--- config.mk ---
export PLATFORM = sky130hd
export DESIGN_NAME = bram_write_arbiter
export DESIGN_NICKNAME = d
export VERILOG_FILES = /design/src/rtl/bram_axi_pkg.sv /design/src/rtl/rr_arbiter.sv /design/src/rtl/bram_write_arbiter.sv
export SDC_FILE = /design/constraint.sdc
export NUM_CORES = 1
export LEC_CHECK = 0
export BUFFER_PORTS_ARGS = -buffer_cell sky130_fd_sc_hd__buf_2
export CORE_MARGIN = 8
export CORE_UTILIZATION = 46
export CTS_BUF_LIST = sky130_fd_sc_hd__clkbuf_8
export CTS_CLUSTER_SIZE = 28
export DETAILED_ROUTE_END_ITERATION = 8
export MAX_ROUTING_LAYER = met4
export PLACE_DENSITY = 0.94
export SYNTH_ARGS = -nofsm -noshare
export SYNTH_HDL_FRONTEND = slang
export SYNTH_SLANG_ARGS = --single-unit
--- constraint.sdc ---
create_clock -name aclk -period 4.09 [get_ports aclk]
set_input_delay 0.409 -clock aclk [delete_from_list [all_inputs] [get_ports aclk]]
set_output_delay 0.409 -clock aclk [all_outputs]
set_load 0.02 [all_outputs]
--- src/rtl/bram_axi_pkg.sv ---
// Shared AXI4 write constants and arbiter FSM state encoding for the sample BRAM path.
package bram_axi_pkg;

  localparam logic [1:0] BURST_FIXED = 2'b00;
  localparam logic [2:0] SIZE_4B     = 3'd2;
  localparam logic [1:0] RESP_OKAY   = 2'b00;
  localparam logic [1:0] RESP_SLVERR = 2'b10;
  localparam logic [1:0] RESP_DECERR = 2'b11;

  typedef enum logic [1:0] {
    StIdle = 2'd0,
    StXfer = 2'd1,
    StResp = 2'd2
  } state_e;

endpackage

--- src/rtl/rr_arbiter.sv ---
// Combinational round-robin winner select; the search starts at ptr_i and wraps.
module rr_arbiter #(
  parameter int unsigned NumReq = 4,
  parameter int unsigned IdxW   = $clog2(NumReq)
) (
  input  logic [NumReq-1:0] req_i,
  input  logic [IdxW-1:0]   ptr_i,
  output logic [NumReq-1:0] grant_onehot_o,
  output logic [IdxW-1:0]   grant_idx_o,
  output logic              any_grant_o
);

  always_comb begin
    int unsigned idx;
    logic [IdxW-1:0] sel;
    grant_onehot_o = '0;
    grant_idx_o    = '0;
    any_grant_o    = 1'b0;
    idx            = 0;
    sel            = '0;
    for (int unsigned k = 0; k < NumReq; k++) begin
      // ptr_i is always below NumReq, so a single wrap subtraction suffices
      idx = 32'(ptr_i) + k;
      if (idx >= NumReq) idx = idx - NumReq;
      sel = IdxW'(idx);
      if (!any_grant_o && req_i[sel]) begin
        any_grant_o         = 1'b1;
        grant_idx_o         = sel;
        grant_onehot_o[sel] = 1'b1;
      end
    end
  end

endmodule

--- src/rtl/bram_write_arbiter.sv ---
// Round-robin arbiter sharing one AXI4 single-beat write master among NUM_REQ requesters.
module bram_write_arbiter
  import bram_axi_pkg::*;
#(
  parameter int unsigned NUM_REQ = 4,
  parameter int unsigned ADDR_W  = 15,
  parameter int unsigned DATA_W  = 32
) (
  input  logic                      aclk,
  input  logic                      rst,
  input  logic [NUM_REQ-1:0]        req,
  input  logic [NUM_REQ*ADDR_W-1:0] req_addr,
  input  logic [NUM_REQ*DATA_W-1:0] req_data,
  output logic [NUM_REQ-1:0]        ack,
  output logic                      ack_err,
  output logic                      busy,
  output logic [ADDR_W-1:0]         awaddr,
  output logic [7:0]                awlen,
  output logic [2:0]                awsize,
  output logic [1:0]                awburst,
  output logic                      awvalid,
  input  logic                      awready,
  output logic [DATA_W-1:0]         wdata,
  output logic [3:0]                wstrb,
  output logic                      wlast,
  output logic                      wvalid,
  input  logic                      wready,
  input  logic [1:0]                bresp,
  input  logic                      bvalid,
  output logic                      bready
);

  localparam int unsigned IdxW = $clog2(NUM_REQ);

  state_e              state_q, state_d;
  logic [IdxW-1:0]     ptr_q, ptr_d;
  logic [IdxW-1:0]     win_q, win_d;
  logic [ADDR_W-1:0]   awaddr_q, awaddr_d;
  logic [DATA_W-1:0]   wdata_q, wdata_d;
  logic                aw_pend_q, aw_pend_d;
  logic                w_pend_q, w_pend_d;
  logic [NUM_REQ-1:0]  ack_q, ack_d;
  logic                ack_err_q, ack_err_d;

  logic [NUM_REQ-1:0]  eligible;
  logic [NUM_REQ-1:0]  grant_onehot;
  logic [IdxW-1:0]     grant_idx;
  logic                any_grant;

  // Masking with the live ack stops a requester re-winning in its own ack cycle
  assign eligible = req & ~ack_q;

  rr_arbiter #(
    .NumReq (NUM_REQ),
    .IdxW   (IdxW)
  ) u_rr_arbiter (
    .req_i          (eligible),
    .ptr_i          (ptr_q),
    .grant_onehot_o (grant_onehot),
    .grant_idx_o    (grant_idx),
    .any_grant_o    (any_grant)
  );

  always_comb begin
    state_d   = state_q;
    ptr_d     = ptr_q;
    win_d     = win_q;
    awaddr_d  = awaddr_q;
    wdata_d   = wdata_q;
    aw_pend_d = aw_pend_q;
    w_pend_d  = w_pend_q;
    ack_d     = '0;
    ack_err_d = 1'b0;

    unique case (state_q)
      StIdle: begin
        if (any_grant) begin
          win_d     = grant_idx;
          awaddr_d  = ADDR_W'(req_addr >> (32'(grant_idx) * ADDR_W));
          wdata_d   = DATA_W'(req_data >> (32'(grant_idx) * DATA_W));
          aw_pend_d = 1'b1;
          w_pend_d  = 1'b1;
          state_d   = StXfer;
        end
      end
      StXfer: begin
        aw_pend_d = aw_pend_q & ~awready;
        w_pend_d  = w_pend_q & ~wready;
        if (!aw_pend_d && !w_pend_d) state_d = StResp;
      end
      StResp: begin
        if (bvalid) begin
          ack_d[win_q] = 1'b1;
          ack_err_d    = (bresp != RESP_OKAY);
          ptr_d        = (win_q == IdxW'(NUM_REQ - 1)) ? '0 : win_q + IdxW'(1);
          state_d      = StIdle;
        end
      end
      default: state_d = StIdle;
    endcase
  end

  always_ff @(posedge aclk or negedge rst) begin
    if (!rst) begin
      state_q   <= StIdle;
      ptr_q     <= '0;
      win_q     <= '0;
      awaddr_q  <= '0;
      wdata_q   <= '0;
      aw_pend_q <= 1'b0;
      w_pend_q  <= 1'b0;
      ack_q     <= '0;
      ack_err_q <= 1'b0;
    end else begin
      state_q   <= state_d;
      ptr_q     <= ptr_d;
      win_q     <= win_d;
      awaddr_q  <= awaddr_d;
      wdata_q   <= wdata_d;
      aw_pend_q <= aw_pend_d;
      w_pend_q  <= w_pend_d;
      ack_q     <= ack_d;
      ack_err_q <= ack_err_d;
    end
  end

  assign ack     = ack_q;
  assign ack_err = ack_err_q;
  assign busy    = (state_q != StIdle);
  assign awaddr  = awaddr_q;
  assign awlen   = 8'd0;
  assign awsize  = SIZE_4B;
  assign awburst = BURST_FIXED;
  assign awvalid = (state_q == StXfer) && aw_pend_q;
  assign wdata   = wdata_q;
  assign wstrb   = 4'hF;
  assign wvalid  = (state_q == StXfer) && w_pend_q;
  assign wlast   = wvalid;
  assign bready  = (state_q == StResp);

endmodule

==> results of run 1 <==
==> worst max-delay path by stage <==
stage / from / cells past startpoint / endpoint / slack [ps]
after floorplan: ack[1]$_DFF_PN0_ / 7 / wdata[4]$_DFFE_PN0P_ / 2190
after global placement: req[1] / 6 / awaddr[5]$_DFFE_PN0P_ / 1390
after detailed placement: req[1] / 6 / wdata[18]$_DFFE_PN0P_ / 1180
after CTS: ack[1]$_DFF_PN0_ / 5 / wdata[22]$_DFFE_PN0P_ / 1280
after global routing: ack[1]$_DFF_PN0_ / 5 / wdata[19]$_DFFE_PN0P_ / 1010
final: ack[1]$_DFF_PN0_ / 5 / wdata[22]$_DFFE_PN0P_ / 1310
==> layout by cell type (no fill, tap or decap), types with 2 or more instances in the layout <==
master,n
o22ai_1,3
inv_1,8
ha_1,4
o221ai_1,28
nand2b_1,4
buf_2,255
and3_1,4
bufinv_16,3
a22oi_1,2
o221ai_2,19
nand2_1,54
nor2_1,4
mux2i_1,95
conb_1,17
buf_4,4
clkbuf_8,11
dfrtp_1,60
o21ai_0,3
nor2b_1,2
==> cells by family after synthesis <==
group,Yosys count
AOI/OAI and AO/OA,60
adders and majority gates,4
other,2
and+or+nand+nor,77
buffers and inverters,52
DFF,60
muxes,96
==> power by group <==
part | total [mW] | internal, mW | switching (mW)
Combinational | 2.11 | 0.819 | 1.29
Sequential | 1.05 | 0.876 | 0.170
Clock | 0.660 | 0.435 | 0.225
Total | 3.81 | 2.13 | 1.68
==> routing by layer <==
layer	part of all wire, %	GRT usage, %	vias up
met5	0	-	-
met4	1.9	8.34	0
met3	7.8	5.88	20
met2	53	40.4	194
met1	38	24.7	1767
li1	-	-	1741
==> sequential cells by signal, indices dropped and copies added, names as in the netlist <==
signal	cells
wdata	32
awaddr	15
ack	4
ptr_q	2
state_q	2
win_q	2
ack_err	1
aw_pend_q	1
w_pend_q	1
==> through the flow <==
| stage | hold WS, ps | area (um^2) | power (mW) | worst slack [ps] |
|---|---|---|---|---|
| global route | 270 | 5260 | 4.07 | 1010 |
| CTS | 260 | 5260 | 3.85 | 1280 |
| detailed placement | 472 | 5010 | 3.18 | 1180 |
| finish | 237 | 5260 | 3.81 | 1310 |
| global placement | 465 | 5010 | 3.06 | 1390 |
| floorplan | 113 | 3880 | 2.59 | 2190 |
==> cell type report <==
cell class,instances,area (um^2)
fillers,646,2870
clock buffers,11,151
multi-input cells,254,2050
repair buffers,259,1310
clock inverters,5,98.8
flip-flops and latches,60,1500
well taps,105,131
inverters,7,26.3
==> cells in the mapped netlist <==
cell type | n | area, um^2
ha_1 | 4 | 50.1
and2b_1 | 1 | 7.51
a21boi_1 | 1 | 7.51
buf_6 | 9 | 101
or2_4 | 1 | 8.76
dfrtp_1 | 60 | 1500
o221ai_1 | 28 | 245
or2_1 | 1 | 6.26
a31oi_1 | 1 | 6.26
nor2b_1 | 2 | 12.5
buf_4 | 19 | 143
a31o_1 | 1 | 8.76
o21ai_0 | 3 | 15.0
o221ai_2 | 19 | 285
o22ai_1 | 3 | 18.8
mux2i_1 | 95 | 951
a22oi_1 | 2 | 15.0
a211oi_2 | 1 | 12.5
buf_2 | 8 | 40.0
nand2b_1 | 5 | 31.3
a21oi_1 | 1 | 5.00
clkbuf_1 | 9 | 33.8
nor2_1 | 4 | 15.0
inv_1 | 7 | 26.3
nor3_1 | 1 | 5.00
mux2_2 | 1 | 11.3
nand2_1 | 54 | 203
conb_1 | 2 | 7.51
and3_1 | 4 | 25.0
and2_1 | 1 | 6.26
nor3b_1 | 1 | 7.51
or3_1 | 1 | 6.26
nand3b_1 | 1 | 7.51
==> critical path, delay by kind of cell, from the launching register on <==
family             cells  cell delay (ps)
DFF                    1              360
and+or+nand+nor        2             1210
AOI/OAI and AO/OA      3              990
==> flow_summary_export.csv, run 1 <==
group,metric,value,unit
grt,antenna_found_initial,0,
setup_path,reg2reg_depth,5,
routing,vias,3722,
setup_path,r2r_start,"ack[1]$_DFF_PN0_",
finish,antenna_cells,0,
power,p_leak,2.87,nW
setup_path,cp.required,4210,ps
synth,synth_mux_area_share,25.1,%
timing,skew,8.78,ps
synth,ys_seq_area_share,39.2,%
finish,final_core_util,64.7,%
floorplanning,fp.dieArea,11500,um^2
synth,ys.warnings.count,0,
clock_tree,cts_resized,0,
synth,synthSimpleGateAreaFrac,8.93,%
routing,wire_per_inst,18.9,um
timing,tightest_slew,1170,ps
synth,synth_adder_area_share,1.31,%
setup_path,cp.arrival,2900,ps
placed_design,place_hpwl,10.5,mm
power,power_density,724,nW/um^2
power,peakVddDrop,0.451,mV
floorplanning,coreArea,8130,um^2
timing,setup_viol,0,
synth,syn_inst,351,
synth,synth_area,3830,um^2
synth,synth_cell_types,33,
grt,grt_overflow,0,
placed_design,place.port_buffers,255,
grt,grt_pass1_wl,20.8,mm
finish,area_delta_synth_final,37.5,%
setup_path,reg2reg_slack,1310,ps
setup_path,cp_max_fo,47,
setup_path,cp-end-kind,"flip-flop",
clock_tree,cts_tree,"built",
finish,layout-drive-gt1-share,50.0,%
routing,drc,0,
synth,syn_area_per_cell,10.9,um^2
clock_tree,htreeDepth,3,
clock_tree,cts.reportedPaths.clkPinSlew,70,ps
setup_path,cp_slowest_cell,"nand2b_2",
timing,setup_tns,0,ps
setup_path,path_class,"flip-flop to flip-flop",
clock_tree,postCtsSetupBuffers,0,
clock_tree,cts_root_buf,"clkbuf_8",
synth,ys_ff_latch,60,
routing,dr.pass1.iters,4,
clock_tree,numCtsBuffers,9,
routing,post_drt_via_cell_ratio,5.31,
finish,stdcell_count,701,
synth,synth_top_family_by_area,"multiplexers",
run,cap_violations,0,
finish,nNetsFinal,794,
setup_path,cp-start-kind,"flip-flop",
placed_design,gp_congestion,0.898,
routing,ant_nets,0,
timing,rsz0062_at_grt,"no",
grt,grt_max_degree,61,
timing,finalHoldViolations,0,
grt,grt_pass1_vias,4175,
routing,first_iter_violations,198,
timing,maxSlewHeadroom,22.0,%
grt,grt.total_usage,23.1,%
floorplanning,fp.dieW,107,um
synth,synthXorXnorAreaFrac,0,%
clock_tree,cts.sinks,60,
setup_path,crit_chain,"and2b_1, a21oi_1, a31o_2, nand2b_2, o221ai_1",
clock_tree,clock_latency,320,ps
floorplanning,initial_core_util,47.0,%
floorplanning,boundaryPins,273,
floorplanning,floorplan.rows,33,
setup_path,rr_endpoint,"wdata[22]$_DFFE_PN0P_",
timing,finalCritPeriodShare,67.9,%
timing,fmax,0.360,GHz
floorplanning,die-height,107,um
placed_design,place_inst,685,
outcome,status,"finished, final reports clean",
setup_path,slowest_delay,980,ps
routing,wl,13.3,mm
timing,maxSlewViolCount,0,
synth,synth_compound_area_share,16.2,%
hold_path,hold_class,"input pin to asynchronous set/reset pin",
clock_tree,cts_hold_buf,0,
clock_tree,clk_path_buf_depth,2,
timing,min_period,2780,ps
No activity file was read; power rests on OpenSTA's default activity.
==> run 2, diff against run 1 <==
- CORE_UTILIZATION: 46 -> 43
- PLACE_DENSITY: 0.94 -> 0.89
- clock period: 4.09 -> 2.83 ns (I/O delays scaled with it)
==> run 2 against run 1 <==
Clock power rose by 46%. Power rose by 46%. Routed wire length grew 0.76%. Combinational power up 47%. Die area is 5.9% higher. Setup slack got worse by 570 ps. Non-clock buffer count increased by 2. Critical path type unchanged. Critical endpoint is now wdata[15]$_DFFE_PN0P_.
==> flow_summary_export.csv, run 2 (same netlist as run 1, synthesis figures left out) <==
group,metric,value,unit
floorplanning,boundaryPins,273,
hold_path,hold_class,"input pin to asynchronous set/reset pin",
power,p_leak,2.89,nW
power,peakVddDrop,0.566,mV
routing,drc,0,
routing,wl,13.4,mm
clock_tree,htreeDepth,3,
grt,antenna_found_initial,0,
clock_tree,cts_root_buf,"clkbuf_8",
power,power_density,1050,nW/um^2
routing,wire_per_inst,18.9,um
outcome,status,"finished, final reports clean",
placed_design,place_hpwl,10.7,mm
finish,final_common_cell,"buf_2",
clock_tree,clk_path_buf_depth,2,
clock_tree,cts.sinks,60,
setup_path,path_class,"flip-flop to flip-flop",
timing,holdWs,108,ps
timing,setup_tns,0,ps
finish,layout_common_cells,"255 x buf_2, 95 x mux2i_1, 60 x dfrtp_1, 54 x nand2_1, 28 x o221ai_1",
routing,vias,3675,
run,cap_violations,0,
routing,routed-wl-met2,6.97,mm
finish,largest_reg_flops,32,
floorplanning,floorplan.rows,34,
floorplanning,fp.dieArea,12200,um^2
finish,area_delta_synth_final,39.0,%
routing,m1WireLength,4.91,mm
timing,skew,12.7,ps
clock_tree,postCtsSetupBuffers,0,
grt,grt_pass1_wl,19.8,mm
routing,dr.pass1.iters,4,
floorplanning,die-height,110,um
grt,grt_overflow,0,
setup_path,cp_slowest_cell,"a211oi_4",
timing,finalCritPeriodShare,73.9,%
timing,finalHoldViolations,0,
setup_path,cp_max_fo,43,
timing,rsz0062_at_grt,"no",
setup_path,crit_buf_inv,1,
power,total_power,5.57,mW
placed_design,place.port_buffers,255,
setup_path,slowest_delay,370,ps
finish,layout-drive-gt1-share,50.2,%
finish,nNetsFinal,796,
timing,min_period,2090,ps
routing,dr.max_layer_used,"met4",
clock_tree,cts_tree,"built",
routing,post_drt_via_cell_ratio,5.21,
setup_path,critPathTopFamily,"compound AO/OA/AOI/OAI gates",
floorplanning,fp.dieW,110,um
setup_path,cp-start-kind,"flip-flop",
routing,met3_length,1.22,mm
clock_tree,cts.reportedPaths.clkPinSlew,70,ps
grt,grt.total_usage,21.0,%
timing,fmax,0.478,GHz
clock_tree,cts_hold_buf,0,
timing,maxSlewViolCount,0,
setup_path,cp_common_cell,"mux2i_1",
setup_path,cp.arrival,2260,ps
floorplanning,coreArea,8680,um^2
routing,ant_nets,0,
finish,antenna_cells,0,
routing,first_iter_violations,154,
floorplanning,initial_core_util,44.1,%
setup_path,cp-end-kind,"flip-flop",
clock_tree,clock_latency,320,ps
grt,grt_pass1_vias,4219,
grt,grt_max_degree,61,
timing,maxSlewHeadroom,48.5,%
clock_tree,cts_resized,0,
timing,tightest_slew,773,ps
setup_path,crit_chain,"nand2b_1, mux2i_1, a211oi_4, buf_12, mux2i_1, o221ai_1",
placed_design,gp_congestion,0.820,
clock_tree,numCtsBuffers,9,
timing,setup_viol,0,
setup_path,cp.required,3000,ps
==> run 2: cell types whose count changed in the layout (fill, tap and decap cells not counted) <==
cell,before,now
buf_12,0,3
buf_4,4,3
==> run 2: where the power goes <==
group / internal, mW / total (mW) / switching, mW
sequential: 1.26 / 1.51 / 0.244
clock: 0.629 / 0.962 / 0.333
combinational: 1.24 / 3.10 / 1.86
total: 3.13 / 5.57 / 2.44
==> run 2: area by class of cell <==
class                           instances  area [um^2]
Fill cell                             747         3360
Timing Repair Buffer                  261         1360
Inverter                                7         26.3
Multi-Input combinational cell        254         2050
Clock inverter                          5         98.8
Sequential cell                        60         1500
Clock buffer                           11          151
Tap cell                              108          135
==> run 2: per-layer routing <==
metal | track usage [%] | vias up
met5 | - | -
met4 | 7.61 | 0
met3 | 4.42 | 24
met2 | 37.7 | 195
met1 | 22.3 | 1712
li1 | - | 1744
==> run 2: through the flow <==
step	util, %	setup WS (ps)	cells	cell area [um^2]
floorplan	-	931	366	3880
global placement	58.4	822	690	5070
detailed placement	58.4	735	690	5070
CTS	61.3	720	706	5320
global route	61.3	607	706	5320
finish	61.3	738	706	5320
==> run 2: worst register-to-register path, stage by stage, from the launching register on <==
cell      delay (ps)
dfrtp_1          360
nand2b_1         210
mux2i_1          150
a211oi_4         370
buf_12           310
mux2i_1          380
o221ai_1         150
==> run 2: worst paths after layout <==
| check | cells past startpoint | to | slack [ps] | start |
|---|---|---|---|---|
| setup / recovery | 6 | wdata[15]$_DFFE_PN0P_ | 740 | ack[2]$_DFF_PN0_ |
| hold / removal | 2 | wdata[20]$_DFFE_PN0P_ | 110 | rst |
| setup reg to reg | 6 | wdata[15]$_DFFE_PN0P_ | 740 | ack[2]$_DFF_PN0_ |
| hold reg to reg | 2 | awaddr[9]$_DFFE_PN0P_ | 480 | awaddr[9]$_DFFE_PN0P_ |
| max in group asynchronous | 2 | awaddr[1]$_DFFE_PN0P_ | 2180 | rst |
| min in group aclk | 2 | w_pend_q$_DFFE_PN0P_ | 160 | wready |
